### src/rtl/qdr_cmd_pkg.sv
// Shared types and constants for the QDR fabric command buffer.
// Defines the command-entry layout and default geometry.
package qdr_cmd_pkg;

    localparam int unsigned QDR_ADDR_WIDTH      = 32;
    localparam int unsigned DEF_QDR_DATA_WIDTH  = 36;
    localparam int unsigned DEF_QDR_BW_WIDTH    = 2;
    localparam int unsigned DEF_FIFO_DEPTH_LOG2 = 4;
    localparam int unsigned DEF_MAX_RD_OUTSTANDING = 16;

    // Command entry with default widths; modules with other widths
    // declare a matching local struct of cmd_entry_width() bits.
    typedef struct packed {
        logic                            wr;
        logic                            rd;
        logic [QDR_ADDR_WIDTH-1:0]       addr;
        logic [2*DEF_QDR_DATA_WIDTH-1:0] data;
        logic [2*DEF_QDR_BW_WIDTH-1:0]   be;
    } qdr_cmd_t;

    function automatic int unsigned cmd_entry_width(input int unsigned data_width,
                                                    input int unsigned bw_width);
        return 2 + QDR_ADDR_WIDTH + 2 * data_width + 2 * bw_width;
    endfunction

endpackage

### src/rtl/qdr_cmd_fifo_mem.sv
// Show-ahead register FIFO: head entry is visible combinationally while
// not empty. Synchronous flush clears count and pointers.
module qdr_cmd_fifo_mem #(
    parameter int unsigned WIDTH      = 110,
    parameter int unsigned DEPTH_LOG2 = 4
) (
    input  logic                  qdr_clk,
    input  logic                  qdr_rst_n,
    input  logic                  push,
    input  logic [WIDTH-1:0]      push_data,
    input  logic                  pop,
    input  logic                  flush,
    output logic [WIDTH-1:0]      head_data,
    output logic [DEPTH_LOG2:0]   count,
    output logic                  full,
    output logic                  empty
);

    localparam int unsigned DEPTH = 1 << DEPTH_LOG2;

    logic [WIDTH-1:0]        mem_reg [DEPTH];
    logic [DEPTH_LOG2-1:0]   wr_ptr_reg, wr_ptr_next;
    logic [DEPTH_LOG2-1:0]   rd_ptr_reg, rd_ptr_next;
    logic [DEPTH_LOG2:0]     count_reg, count_next;
    logic                    push_ok, pop_ok;

    assign full      = (count_reg == (DEPTH_LOG2 + 1)'(DEPTH));
    assign empty     = (count_reg == '0);
    assign count     = count_reg;
    assign head_data = mem_reg[rd_ptr_reg];

    assign push_ok = push & ~full;
    assign pop_ok  = pop & ~empty;

    always_comb begin
        wr_ptr_next = wr_ptr_reg;
        rd_ptr_next = rd_ptr_reg;
        count_next  = count_reg;
        if (flush) begin
            wr_ptr_next = '0;
            rd_ptr_next = '0;
            count_next  = '0;
        end else begin
            if (push_ok)
                wr_ptr_next = wr_ptr_reg + 1'b1;
            if (pop_ok)
                rd_ptr_next = rd_ptr_reg + 1'b1;
            case ({push_ok, pop_ok})
                2'b10:   count_next = count_reg + 1'b1;
                2'b01:   count_next = count_reg - 1'b1;
                default: count_next = count_reg;
            endcase
        end
    end

    always_ff @(posedge qdr_clk or negedge qdr_rst_n) begin
        if (!qdr_rst_n) begin
            wr_ptr_reg <= '0;
            rd_ptr_reg <= '0;
            count_reg  <= '0;
        end else begin
            wr_ptr_reg <= wr_ptr_next;
            rd_ptr_reg <= rd_ptr_next;
            count_reg  <= count_next;
        end
    end

    // Storage needs no reset: a slot is only read after it was written.
    always_ff @(posedge qdr_clk) begin
        if (push_ok && !flush)
            mem_reg[wr_ptr_reg] <= push_data;
    end

endmodule

### src/rtl/qdr_cmd_buffer.sv
// Fabric-side command buffer feeding the QDR sniffer slave port.
// Optional statistics counters are enabled with QDR_CMD_BUFFER_STATS_EN.
module qdr_cmd_buffer
    import qdr_cmd_pkg::*;
#(
    parameter int unsigned QDR_DATA_WIDTH     = DEF_QDR_DATA_WIDTH,
    parameter int unsigned QDR_BW_WIDTH       = DEF_QDR_BW_WIDTH,
    parameter int unsigned FIFO_DEPTH_LOG2    = DEF_FIFO_DEPTH_LOG2,
    parameter int unsigned MAX_RD_OUTSTANDING = DEF_MAX_RD_OUTSTANDING
) (
    input  logic                          qdr_clk,
    input  logic                          qdr_rst_n,
    input  logic [31:0]                   fab_addr,
    input  logic                          fab_wr_strb,
    input  logic [2*QDR_DATA_WIDTH-1:0]   fab_wr_data,
    input  logic [2*QDR_BW_WIDTH-1:0]     fab_wr_be,
    input  logic                          fab_rd_strb,
    input  logic                          fab_flush,
    output logic                          fab_full,
    output logic                          fab_overflow,
    output logic                          fab_rd_err,
    output logic [2*QDR_DATA_WIDTH-1:0]   fab_rd_data,
    output logic                          fab_rd_dvld,
    output logic [31:0]                   slave_addr,
    output logic                          slave_wr_strb,
    output logic [2*QDR_DATA_WIDTH-1:0]   slave_wr_data,
    output logic [2*QDR_BW_WIDTH-1:0]     slave_wr_be,
    output logic                          slave_rd_strb,
    input  logic [2*QDR_DATA_WIDTH-1:0]   slave_rd_data,
    input  logic                          slave_rd_dvld,
    input  logic                          slave_ack
`ifdef QDR_CMD_BUFFER_STATS_EN
    ,
    output logic [31:0]                   stat_wr_cnt,
    output logic [31:0]                   stat_rd_cnt,
    output logic [31:0]                   stat_ack_stall_cnt
`endif
);

    localparam int unsigned DW2     = 2 * QDR_DATA_WIDTH;
    localparam int unsigned BW2     = 2 * QDR_BW_WIDTH;
    localparam int unsigned ENTRY_W = cmd_entry_width(QDR_DATA_WIDTH, QDR_BW_WIDTH);
    localparam int unsigned OUT_W   = $clog2(MAX_RD_OUTSTANDING + 1);

    typedef struct packed {
        logic                      wr;
        logic                      rd;
        logic [QDR_ADDR_WIDTH-1:0] addr;
        logic [DW2-1:0]            data;
        logic [BW2-1:0]            be;
    } cmd_entry_t;

    cmd_entry_t                 push_entry;
    cmd_entry_t                 head_entry;
    logic [ENTRY_W-1:0]         head_bits;
    logic [FIFO_DEPTH_LOG2:0]   fifo_count;
    logic                       fifo_full, fifo_empty;
    logic                       push_req, push, pop, presented, rd_stall, rd_issue;

    logic [OUT_W-1:0]           rd_out_reg, rd_out_next;
    logic                       overflow_reg, rd_err_reg;
    logic [DW2-1:0]             rd_data_reg;
    logic                       rd_dvld_reg;
    logic [31:0]                addr_hold_reg;
    logic [DW2-1:0]             data_hold_reg;
    logic [BW2-1:0]             be_hold_reg;

    assign push_req   = fab_wr_strb | fab_rd_strb;
    assign push       = push_req & ~fifo_full & ~fab_flush;
    assign push_entry = '{wr: fab_wr_strb, rd: fab_rd_strb, addr: fab_addr,
                          data: fab_wr_data, be: fab_wr_be};

    qdr_cmd_fifo_mem #(
        .WIDTH      (ENTRY_W),
        .DEPTH_LOG2 (FIFO_DEPTH_LOG2)
    ) u_fifo (
        .qdr_clk   (qdr_clk),
        .qdr_rst_n (qdr_rst_n),
        .push      (push),
        .push_data (push_entry),
        .pop       (pop),
        .flush     (fab_flush),
        .head_data (head_bits),
        .count     (fifo_count),
        .full      (fifo_full),
        .empty     (fifo_empty)
    );

    assign head_entry = cmd_entry_t'(head_bits);

    // A combined wr+rd head stalls as a unit when the read budget is spent.
    assign rd_stall  = head_entry.rd & (rd_out_reg == OUT_W'(MAX_RD_OUTSTANDING));
    assign presented = ~fifo_empty & (head_entry.wr | head_entry.rd) & ~rd_stall;
    assign pop       = presented & slave_ack;
    assign rd_issue  = pop & head_entry.rd;

    assign slave_wr_strb = ~fifo_empty & head_entry.wr & ~rd_stall;
    assign slave_rd_strb = ~fifo_empty & head_entry.rd & ~rd_stall;
    assign slave_addr    = fifo_empty ? addr_hold_reg : head_entry.addr;
    assign slave_wr_data = fifo_empty ? data_hold_reg : head_entry.data;
    assign slave_wr_be   = fifo_empty ? be_hold_reg   : head_entry.be;

    assign fab_full     = fifo_full;
    assign fab_overflow = overflow_reg;
    assign fab_rd_err   = rd_err_reg;
    assign fab_rd_data  = rd_data_reg;
    assign fab_rd_dvld  = rd_dvld_reg;

    always_comb begin
        rd_out_next = rd_out_reg;
        if (rd_issue && !slave_rd_dvld)
            rd_out_next = rd_out_reg + 1'b1;
        else if (!rd_issue && slave_rd_dvld && rd_out_reg != '0)
            rd_out_next = rd_out_reg - 1'b1;
    end

    always_ff @(posedge qdr_clk or negedge qdr_rst_n) begin
        if (!qdr_rst_n) begin
            rd_out_reg    <= '0;
            overflow_reg  <= 1'b0;
            rd_err_reg    <= 1'b0;
            rd_data_reg   <= '0;
            rd_dvld_reg   <= 1'b0;
            addr_hold_reg <= '0;
            data_hold_reg <= '0;
            be_hold_reg   <= '0;
        end else begin
            rd_out_reg  <= rd_out_next;
            rd_dvld_reg <= slave_rd_dvld;
            if (slave_rd_dvld)
                rd_data_reg <= slave_rd_data;
            if (push_req && fifo_full && !fab_flush)
                overflow_reg <= 1'b1;
            if (slave_rd_dvld && rd_out_reg == '0)
                rd_err_reg <= 1'b1;
            // Remember the last head so addr/data/be hold once empty.
            if (!fifo_empty) begin
                addr_hold_reg <= head_entry.addr;
                data_hold_reg <= head_entry.data;
                be_hold_reg   <= head_entry.be;
            end
        end
    end

`ifdef QDR_CMD_BUFFER_STATS_EN
    logic [31:0] stat_wr_cnt_reg, stat_rd_cnt_reg, stat_ack_stall_cnt_reg;

    always_ff @(posedge qdr_clk or negedge qdr_rst_n) begin
        if (!qdr_rst_n) begin
            stat_wr_cnt_reg        <= '0;
            stat_rd_cnt_reg        <= '0;
            stat_ack_stall_cnt_reg <= '0;
        end else begin
            if (pop && head_entry.wr)
                stat_wr_cnt_reg <= stat_wr_cnt_reg + 1'b1;
            if (rd_issue)
                stat_rd_cnt_reg <= stat_rd_cnt_reg + 1'b1;
            if (presented && !slave_ack)
                stat_ack_stall_cnt_reg <= stat_ack_stall_cnt_reg + 1'b1;
        end
    end

    assign stat_wr_cnt        = stat_wr_cnt_reg;
    assign stat_rd_cnt        = stat_rd_cnt_reg;
    assign stat_ack_stall_cnt = stat_ack_stall_cnt_reg;
`endif

endmodule
### config.mk
export PLATFORM = sky130hd
export DESIGN_NAME = qdr_cmd_buffer
export DESIGN_NICKNAME = d
export VERILOG_FILES = /design/src/rtl/qdr_cmd_pkg.sv /design/src/rtl/qdr_cmd_fifo_mem.sv /design/src/rtl/qdr_cmd_buffer.sv
export SDC_FILE = /design/constraint.sdc
export NUM_CORES = 2
export LEC_CHECK = 0
export ABC_AREA = 1
export ABC_CLOCK_PERIOD_IN_PS = 9700
export BUFFER_PORTS_ARGS = -buffer_cell sky130_fd_sc_hd__buf_2
export CELL_PAD_IN_SITES_DETAIL_PLACEMENT = 0
export CELL_PAD_IN_SITES_GLOBAL_PLACEMENT = 2
export CORE_MARGIN = 4
export CORE_UTILIZATION = 45
export DETAILED_ROUTE_END_ITERATION = 8
export PLACE_DENSITY_LB_ADDON = 0.1
export SYNTH_ARGS = -nofsm -noshare
export SYNTH_HDL_FRONTEND = slang
export SYNTH_HIERARCHICAL = 1
export SYNTH_SLANG_ARGS = --single-unit
### constraint.sdc
create_clock -name qdr_clk -period 9.7 [get_ports qdr_clk]
set_input_delay 2.425 -clock qdr_clk [delete_from_list [all_inputs] [get_ports qdr_clk]]
set_output_delay 2.425 -clock qdr_clk [all_outputs]
set_load 0.02 [all_outputs]
==> results list <==
- After detailed routing, the average wire length per cell comes to 24.44 µm.
- Largest voltage drop on the vdd net: 191.7 µV
* Crit Path Class: reg2out
* Worst setup slack before clock tree synthesis: 3.449 ns
* Largest fanout on the critical path: 247
- In this run the deepest clock path goes through 3 buffers.
- Most common library cell in the layout ignoring fill and taps: sky130_fd_sc_hd__edfxtp_1
* Lkg Pwr: 30.29 nW
- For this run, the number of standard cells in the final layout without fillers is around 8700.
- Final worst path period need: 7.172 ns
* Clk network pwr share: 39.9%
- Following the worst setup path forward leads to its endpoint at slave_wr_data[3].
- Drt pass-1 iters: 5
* Starting DRT DRC Count: 3884
- Setup-violating endpoint count in the final report: 0
- The routed layout has between 40000 and 50000 vias.
* DR DRC count: 0
* Height of the die: 422.1 µm
- Run status: finished clean
- Post-detailed-route via-to-cell ratio: ~5.6
- Synthesis-to-finish area growth: 13.26%
* Category of the worst setup path capture point: primary output
- Sequential share of power: 49.6%
- Buffers inserted during post-CTS setup optimization: 0
- Setup slack, reg-to-reg: 4.41 ns
* Insertion delay of the later-clocked pin in the worst-skew pair: 0.83 ns
* Net count after synthesis: 6258
- Sequential fraction of the synthesis area: 75.01%
- Power per standard cell area: 221.6 nW/µm²
- In this run the worst setup path begins at u_fifo/rd_ptr_reg[0].
- First-pass GRT wire length: 316200 µm
- After floorplanning, the core was divided into approximately 150 placement rows.
* Register-to-Register Path Depth: 24
* Gate count after technology mapping: 6058
* Worst setup slack after layout: between 2 and 3 ns
- Transition time at the pin with the least slew margin: 1.260 ns
- Number of buffers inserted during clock tree synthesis: between 200 and 250
* Data arrival time at the worst-slack endpoint: 4.75 ns
- The average instance in the mapped netlist occupies 12.74 µm².
* Post-DP Area: 80690 µm²
- In this run, placement finished with an instance count of around 8300.
- Count of maximum capacitance violations: 0
- Number of I/O port buffers: 372
* Destination of the worst register-to-register timing path: u_fifo/count[4]
- Yosys synthesis warning count: 6
* Most frequent cells in the layout: sky130_fd_sc_hd__edfxtp_1, sky130_fd_sc_hd__nor2_1, sky130_fd_sc_hd__o21ai_0
* Minimum hold slack: 0.4632 ns
- Once detailed placement completed, the half-perimeter wirelength came to 100800 µm.
* Critical R2R Launch: u_fifo/rd_ptr_reg[0]
- The netlist uses 35 different library cells.
* Number of nets with antenna violations after detailed routing: 0
- In the global route stage, overall resource usage came out at 23.57%.
* Slew HR: approximately 16%
- Timing would allow up to 139.4 MHz.
- Setup repair after global routing left no endpoint under its margin.
* Number of gates resized after cts: 0
- Required time of the worst setup path: 7.28 ns
- The number of global-route vias before repair was roughly 48000.
- Post-layout instance area: 87400 µm²
* Starting utilization of the core area: ~45%
- In this run switching power makes up between 20% and 30% of total power.
- Skew final: 0.02360 ns
* Synthesized flop and latch total: a little under 2000
- 373 I/O pins were placed.
- Pin count of the biggest net entering global routing: 248
* Share of the core filled with cells in the final layout: 51.46%
- Routed Wire Length: 213200 µm
* Horizontal die dimension: 422.1 µm
- The max-slew violation count came to 0.
- Post-layout net count: 6513
- Design internal power: 14.56 mW
- Routability-driven placement finished with a final weighted congestion of between 0.7 and 0.8.
- Clock-pin slew was measured on the worst setup and hold paths at 0.06 ns.
- The tree built by TritonCTS fans out to 1961 sinks.
* Logic pwr share: about a tenth
- Max reg flops: 1760
* Clock H-tree levels: 4
- In the finished design, the share of the clock period the worst path needs comes to 73.94%.
- Overflow left after global routing: 0
- Layout fillers: 14760
* Number of antenna violations at the first check in global routing: 35
* Quantity of hold-fixing buffers added after cts: 0
- Core area: 169800 µm²
* Startpoint Class: flip-flop
- Layout cell share with drive strength beyond 1: 12.14%
- In this run the clock root is driven by a sky130_fd_sc_hd__clkbuf_16.
* Post-synthesis instance area: roughly 77000 µm²
- Total power for the finished layout comes to 19.37 mW.
- The final-report hold violation count was 0.
- TritonCTS built the clock tree.
- The die covers 178200 µm².
- Min-delay worst type: reg2reg
- Total Neg Setup Slack: 0 ns
- In this run the power spent charging and discharging nets is just under 5 mW.
-- area by class of cell --
type	instances	area (µm²)	share of cell area (%)
sequential	1961	57900	66.24
multi-input combinational	3606	17000	19.45
clock buffer	305	5932	6.787
tap	2218	2775	3.175
timing repair buffer	453	2668	3.052
clock inverter	83	737.0	0.8432
inverter	84	352.8	0.4037
antenna	15	37.54	0.04295
-- critical path, stage by stage, from the launching register on --
cell                       delay (ns)
sky130_fd_sc_hd__dfrtp_4         0.91
sky130_fd_sc_hd__buf_12          0.64
sky130_fd_sc_hd__buf_4           0.79
sky130_fd_sc_hd__nor2_1          0.12
sky130_fd_sc_hd__nor2_1          0.10
sky130_fd_sc_hd__o21ai_0         0.09
sky130_fd_sc_hd__o211ai_1        0.12
sky130_fd_sc_hd__nand3_1         0.11
sky130_fd_sc_hd__nand2_1         0.19
sky130_fd_sc_hd__nand2_1         0.08
sky130_fd_sc_hd__nand2_1         0.13
sky130_fd_sc_hd__buf_2           0.17
-- power by group through the flow --
stage	Clock, mW	Combinational [mW]	Sequential (mW)
global placement	0	2.05	9.79
CTS	7.91	2.07	9.62
finish	7.72	2.03	9.62
floorplan	0	1.25	9.81
detailed placement	0	2.07	9.79
global route	8.26	2.26	9.64
-- synth_stat cells, drive strengths merged --
master / instances / area [µm²]
edfxtp: 1760 / 52850
nor2: 1238 / 4657
o21ai: 885 / 4429
nand2: 711 / 2674
o211ai: 440 / 3303
nand3: 241 / 1211
buf: 212 / 1323
dfrtp: 201 / 5030
clkbuf: 195 / 768.2
inv: 82 / 307.8
a21oi: 63 / 315.3
ha: 11 / 137.6
nor3: 4 / 31.28
clkinv: 2 / 7.510
fa: 2 / 40.04
nand4: 2 / 12.51
o21bai: 2 / 15.01
xor2: 2 / 17.52
a211oi: 1 / 7.510
and2: 1 / 7.510
nand3b: 1 / 7.510
or2: 1 / 6.260
xnor2: 1 / 8.760
-- worst min-delay path by stage --
stage,cells past startpoint,start,end,slack [ns]
final,2,fab_rd_data[36],fab_rd_data[36],0.46
after global placement,2,fab_rd_data[37],fab_rd_data[37],0.45
after CTS,2,fab_rd_data[47],fab_rd_data[47],0.47
after global routing,2,fab_rd_data[17],fab_rd_data[17],0.48
after floorplan,2,rd_out_reg[4],rd_out_reg[4],0.46
after detailed placement,2,fab_rd_data[25],fab_rd_data[25],0.45
-- layer usage --
layer  part of all wire, %  vias up  track usage [%]
li1                      -    22370                -
met1                    45    24510            32.92
met2                    47     1281            38.99
met3                   5.3      305            3.563
met4                   2.3       10            6.045
met5                 0.034        -                0
-- kinds of logic (layout without fill, tap and decap cells) --
logic type / count (synthesis) / in the layout / share of synthesized area (%)
and+or+nand+nor: 2199 / 2199 / 11.15
DFF: 1961 / 1961 / 75.01
xor gates and xnor gates: 3 / 3 / 0.03406
other: 0 / 15 / 0
AOI/OAI and AO/OA: 1391 / 1391 / 10.46
adders and majority gates: 13 / 13 / 0.2302
buffers and inverters: 491 / 925 / 3.118
Note: power is estimated with default switching activity, not from simulation.
